File: config.mk
export PLATFORM = sky130hd
export DESIGN_NAME = ififo_seq
export DESIGN_NICKNAME = d
export VERILOG_FILES = /design/src/rtl/ififo_seq_pkg.sv /design/src/rtl/ififo_seq_credit.sv /design/src/rtl/ififo_seq.sv
export SDC_FILE = /design/constraint.sdc
export NUM_CORES = 1
export LEC_CHECK = 0
export CAP_MARGIN = 20
export CORE_ASPECT_RATIO = 1.5
export CORE_MARGIN = 4
export CORE_UTILIZATION = 50
export CTS_BUF_LIST = sky130_fd_sc_hd__clkbuf_8
export DETAILED_ROUTE_END_ITERATION = 10
export DONT_BUFFER_PORTS = 1
export GPL_TIMING_DRIVEN = 0
export PLACE_DENSITY = 0.66
export SLEW_MARGIN = 20
export SYNTH_ARGS = -nofsm -noshare
export SYNTH_HDL_FRONTEND = slang
export SYNTH_HIERARCHICAL = 1
export SYNTH_SLANG_ARGS = --single-unit
File: constraint.sdc
create_clock -name clk -period 8 [get_ports clk]
set_clock_uncertainty 0.05 [all_clocks]
set_input_delay 1.2 -clock clk [delete_from_list [all_inputs] [get_ports clk]]
set_output_delay 1.2 -clock clk [all_outputs]
set_load 0.01 [all_outputs]
File: src/rtl/ififo_seq_pkg.sv
// Shared types and constants for the input-FIFO sequencer.
package ififo_seq_pkg;

  typedef enum logic [1:0] {
    StIdle,
    StRun,
    StFlush,
    StDone
  } state_e;

  localparam int unsigned DefaultDepth = 64;
  localparam int unsigned VecW         = 16;

endpackage

File: src/rtl/ififo_seq_credit.sv
// Occupancy / in-flight credit counter: limits SRAM fetches to what the FIFO lanes can absorb.
module ififo_seq_credit #(
  parameter int unsigned depth = 64,
  parameter int unsigned OccW  = $clog2(depth + 1)
) (
  input  logic            clk,
  input  logic            reset,
  input  logic            clr_i,
  input  logic            issue_i,
  input  logic            rd_i,
  output logic [OccW-1:0] occ_o,
  output logic            inflight_o,
  output logic            ok_o
);

  localparam logic [OccW:0] DepthC = (OccW + 1)'(depth);

  logic [OccW-1:0] occ_q;
  logic            inflight_q;

  always_ff @(posedge clk or posedge reset) begin
    if (reset) begin
      occ_q      <= '0;
      inflight_q <= 1'b0;
    end else if (clr_i) begin
      occ_q      <= '0;
      inflight_q <= 1'b0;
    end else begin
      // The in-flight read lands in the FIFO the next cycle, so it becomes the write strobe.
      inflight_q <= issue_i;
      unique case ({inflight_q, rd_i})
        2'b10:   occ_q <= occ_q + 1'b1;
        2'b01:   occ_q <= occ_q - 1'b1;
        default: occ_q <= occ_q;
      endcase
    end
  end

  assign occ_o      = occ_q;
  assign inflight_o = inflight_q;
  assign ok_o       = ((OccW + 1)'(occ_q) + (OccW + 1)'(inflight_q)) < DepthC;

endmodule

File: src/rtl/ififo_seq.sv
// Streams num_vec SRAM rows into the per-row input FIFOs under a credit limit.
// Optional stall counter port stall_cnt is built when IFIFO_SEQ_PERF_EN is defined.
module ififo_seq
  import ififo_seq_pkg::*;
#(
  parameter int unsigned row    = 8,
  parameter int unsigned bw     = 4,
  parameter int unsigned depth  = DefaultDepth,
  parameter int unsigned addr_w = 11
) (
  input  logic              clk,
  input  logic              reset,
  input  logic              start,
  input  logic [addr_w-1:0] base_addr,
  input  logic [VecW-1:0]   num_vec,
  input  logic              exec_ready,
  output logic              sram_cen,
  output logic [addr_w-1:0] sram_addr,
  input  logic [row*bw-1:0] sram_rdata,
  output logic [row*bw-1:0] fifo_in,
  output logic              fifo_wr,
  output logic              fifo_rd,
  input  logic              fifo_full,
  output logic              busy,
  output logic              done,
`ifdef IFIFO_SEQ_PERF_EN
  output logic [31:0]       stall_cnt,
`endif
  output logic              err
);

  localparam int unsigned    OccW      = $clog2(depth + 1);
  localparam logic [VecW-1:0] FlushLast = VecW'(row - 1);

  state_e            state_q;
  logic              busy_q;
  logic              done_q;
  logic              err_q;
  logic [addr_w-1:0] base_q;
  logic [VecW-1:0]   num_q;
  logic [VecW-1:0]   fetched_q;
  logic [VecW-1:0]   drained_q;
  logic [VecW-1:0]   flush_q;

  logic              run;
  logic              accept;
  logic              want_fetch;
  logic              credit_ok;
  logic              fetch_en;
  logic [OccW-1:0]   occ;

  assign run        = (state_q == StRun);
  assign accept     = start && (state_q == StIdle);
  assign want_fetch = run && (fetched_q < num_q);
  assign fetch_en   = want_fetch && credit_ok;

  ififo_seq_credit #(
    .depth (depth),
    .OccW  (OccW)
  ) u_credit (
    .clk        (clk),
    .reset      (reset),
    .clr_i      (accept),
    .issue_i    (fetch_en),
    .rd_i       (fifo_rd),
    .occ_o      (occ),
    .inflight_o (fifo_wr),
    .ok_o       (credit_ok)
  );

  assign sram_cen  = ~fetch_en;
  assign sram_addr = base_q + addr_w'(fetched_q);
  assign fifo_in   = fifo_wr ? sram_rdata : '0;
  assign fifo_rd   = run && exec_ready && (occ != '0);

  always_ff @(posedge clk or posedge reset) begin
    if (reset) begin
      base_q    <= '0;
      num_q     <= '0;
      fetched_q <= '0;
      drained_q <= '0;
      err_q     <= 1'b0;
    end else begin
      if (accept) begin
        base_q    <= base_addr;
        num_q     <= num_vec;
        fetched_q <= '0;
        drained_q <= '0;
      end else begin
        if (fetch_en) fetched_q <= fetched_q + 1'b1;
        if (fifo_rd)  drained_q <= drained_q + 1'b1;
      end
      if (fifo_wr && fifo_full) err_q <= 1'b1;
    end
  end

  always_ff @(posedge clk or posedge reset) begin
    if (reset) begin
      state_q <= StIdle;
      busy_q  <= 1'b0;
      done_q  <= 1'b0;
      flush_q <= '0;
    end else begin
      unique case (state_q)
        StIdle: begin
          if (start) begin
            state_q <= StRun;
            busy_q  <= 1'b1;
          end
        end
        StRun: begin
          if (num_q == '0) begin
            state_q <= StDone;
            done_q  <= 1'b1;
          end else if (fifo_rd && (drained_q + 1'b1 == num_q)) begin
            state_q <= StFlush;
            flush_q <= '0;
          end
        end
        // Hold off completion until the last lane's staggered read has left its FIFO.
        StFlush: begin
          if (flush_q == FlushLast) begin
            state_q <= StDone;
            done_q  <= 1'b1;
          end else begin
            flush_q <= flush_q + 1'b1;
          end
        end
        StDone: begin
          state_q <= StIdle;
          busy_q  <= 1'b0;
          done_q  <= 1'b0;
        end
        default: begin
          state_q <= StIdle;
          busy_q  <= 1'b0;
          done_q  <= 1'b0;
        end
      endcase
    end
  end

  assign busy = busy_q;
  assign done = done_q;
  assign err  = err_q;

`ifdef IFIFO_SEQ_PERF_EN
  logic [31:0] stall_q;

  always_ff @(posedge clk or posedge reset) begin
    if (reset) begin
      stall_q <= '0;
    end else if (accept) begin
      stall_q <= '0;
    end else if (want_fetch && !credit_ok && (stall_q != 32'hFFFF_FFFF)) begin
      stall_q <= stall_q + 1'b1;
    end
  end

  assign stall_cnt = stall_q;
`endif

endmodule
==> run summary <==
I/O pin count = 113
Clock latency at the later pin of the worst-skew pair = 370 ps
Hold Crit Class = reg2reg
Sequential share of the synthesized area = 0.363
Die width = 98.0 um
Peak supply drop = 0.000173 V
H-tree depth = 3
Crit-path max FO = 5
Status = completed
Final TNS setup = 0 ps
Site Rows = 49
Period utilisation layout = 0.534
Clk slew on worst S/H paths = 90 ps
Area growth syn-to-layout = 6.61%
Count of final setup violators = 0
Post-Syn Nets = 825
Antenna Cells = 0
Critical path data required time = 6750 ps
CP delay by family, top = compound AO/OA/AOI/OAI gates
Hold_buf cts = 0
Placed wire-length estimate = 12300 um
Via-per-instance ratio = 5.99
Crit start category = flop
Most frequent CP cell = o21ai_0
Final hold violations = 0
Largest net degree at the start of global routing = 54
CP Buf/Inv Count = 1
PD cells = 298 nW/um^2
RePlAce Congestion = 0.924
CTS tree = yes
Syn avg cell area = 8.37 um^2
Achievable Freq = 234 MHz
Port bufs = 0
Initial antenna violation count = 0
Antenna-violating nets left = 0
Post-synth top flop = dfrtp_1
Asr flop ratio synth = 1.00
Post-cts gate resize count = 0
Nets = 837
Mapped Area = 6070 um^2
Number of remaining DRC errors = 0
Maximum clock insertion buffer count = 2
CP Class = reg2out
Kind of end point of the critical path = primary output
RSZ-0062 raised after global routing = false
Share of cells above drive strength 1 = 0.0444
Yosys top cell by area = dfrtp_1
Aggregate global routing overflow = 0
Die ar. = 14000 um^2
Total number of yosys warnings = 6
Post-synth EDFFs = 0
Initial DRC count = 371
Crit-path max cell delay = 480 ps
Final hold slack = 443 ps
Dominant cells by area after synthesis = dfrtp_1, ha_1, nand2_1, and2_1, nor2_1
Synthesized flop and latch total = 88
Die Ht = 143 um
CORE AREA = 12000 um^2
CP Cell Sequence = ha_1 -> inv_1 -> fa_1 -> nor2b_1 -> o21ai_0 -> a21boi_0 -> o21ai_0 -> a21oi_1 -> o21ai_0 -> a211oi_1
Most frequent cells in the layout = nand2_1, dfrtp_1, nor2_1, o21ai_0, and2_1
Yosys top cell area share = 0.363
Cells after Synth = 726
Detailed Route WL = 15900 um
Leakage = 2.94 nW
Worst path slowest cell = dfrtp_1
Fin. max-slew vios = 0
Power consumption = 1.93 mW
Clk sinks = 88
Number of global-route vias before repair = 5477
Vias post-DR = 5371
Global-route wire length before repair = 26700 um
CP Data Arrival Time = 3020 ps
Cts bufs inserted = 9
Setup Buffers After CTS = 0
Commonest non-fill, non-tap cell in the layout = nand2_1
Clk root buf = clkbuf_8
Worst-margin pin slew = 818 ps
GR Util All Layers = 0.231
Number of max-cap violations = 0
Rel. slew slack = 0.455
Min Tclk post-route = 4270 ps
1st-pass router iterations = 5
Initial Utilization = 0.508
WL per Instance = 17.7 um
Distinct cells, synth = 71
==> power by group <==
group          total, mW  switching (mW)  internal [mW]
combinational      0.912           0.564          0.348
sequential         0.726           0.157          0.569
clock              0.292           0.170          0.122
==> Yosys cell counts (all sizes together), types with 7 or more instances <==
master	count
a21oi	34
a31oi	9
nor2	67
or4	7
dfrtp	88
buf	9
mux2i	7
ha	34
a21o	13
or3	10
inv	38
xnor2	22
nand3	21
clkbuf	24
nor4	9
nor3	8
xor2	28
o21ai	46
and2	41
nand2	105
nand4	15
nor2b	8
==> state kept, by name, indices dropped and copies added, names as in the netlist <==
signal               flops
u_credit/occ_o           7
fetched_q               16
base_q                  11
busy                     1
state_q                  2
drained_q               16
flush_q                 16
done                     1
num_q                   16
u_credit/inflight_o      1
err                      1
==> per-stage QoR <==
step                instances  area, um^2   util  worst slack, ps
finish                    896        6480  0.542             3730
global route              896        6480  0.542             3360
CTS                       896        6480  0.542             3650
detailed placement        880        6300  0.527             3870
global placement          879        6270  0.524             3620
floorplan                 726        6070      -             4320
==> routing by layer <==
metal | global-route usage | up-vias | share of wire
met5 | 0 | - | 0
met2 | 0.441 | 184 | 0.54
met3 | 0.0357 | 29 | 0.050
met4 | 0.0759 | 0 | 0.025
met1 | 0.261 | 2580 | 0.38
li1 | - | 2578 | -
==> layout make-up <==
| class | count | area, um^2 |
|---|---|---|
| Buffer | 33 | 143 |
| Clock buffer | 10 | 138 |
| Clock inverter | 6 | 42.5 |
| Fill cell | 1111 | 5480 |
| Inverter | 38 | 145 |
| Multi-Input combinational cell | 567 | 3590 |
| Sequential cell | 88 | 2200 |
| Tap cell | 153 | 191 |
| Timing Repair Buffer | 1 | 27.5 |
==> cell families (layout without fill, tap and decap cells) <==
| family | count (synthesis) | after routing | synth area share |
|---|---|---|---|
| AND/OR/NAND/NOR | 316 | 316 | 0.257 |
| multiplexers | 9 | 9 | 0.0159 |
| AO/OA/AOI/OAI | 157 | 157 | 0.173 |
| XOR/XNOR | 50 | 50 | 0.0721 |
| adder cells (fa/ha/maj) | 35 | 35 | 0.0733 |
| buffers and inverters | 71 | 88 | 0.0470 |
| flip-flops | 88 | 88 | 0.363 |
==> worst min-delay path, delay by kind of cell, from the launching register on <==
kind             cells  cell delay (ps)
DFF                  1              360
and+or+nand+nor      2              110
==> final timing paths <==
path	startpoint	to	slack (ps)	depth (start not counted)
hold / removal	base_q[9]$_DFFE_PP0P_	base_q[9]$_DFFE_PP0P_	440	2
setup / recovery	fetched_q[0]$_DFFE_PP0P_	sram_addr[10]	3730	10
min in group asynchronous	reset	u_credit/occ_o[6]$_DFFE_PP0P_	610	1
setup reg to reg	state_q[1]$_DFFE_PP0P_	u_credit/occ_o[6]$_DFFE_PP0P_	4160	13
hold reg to reg	base_q[9]$_DFFE_PP0P_	base_q[9]$_DFFE_PP0P_	440	2
max in group asynchronous	reset	num_q[15]$_DFFE_PP0P_	6670	2
Note: power is estimated with default switching activity, not from simulation.
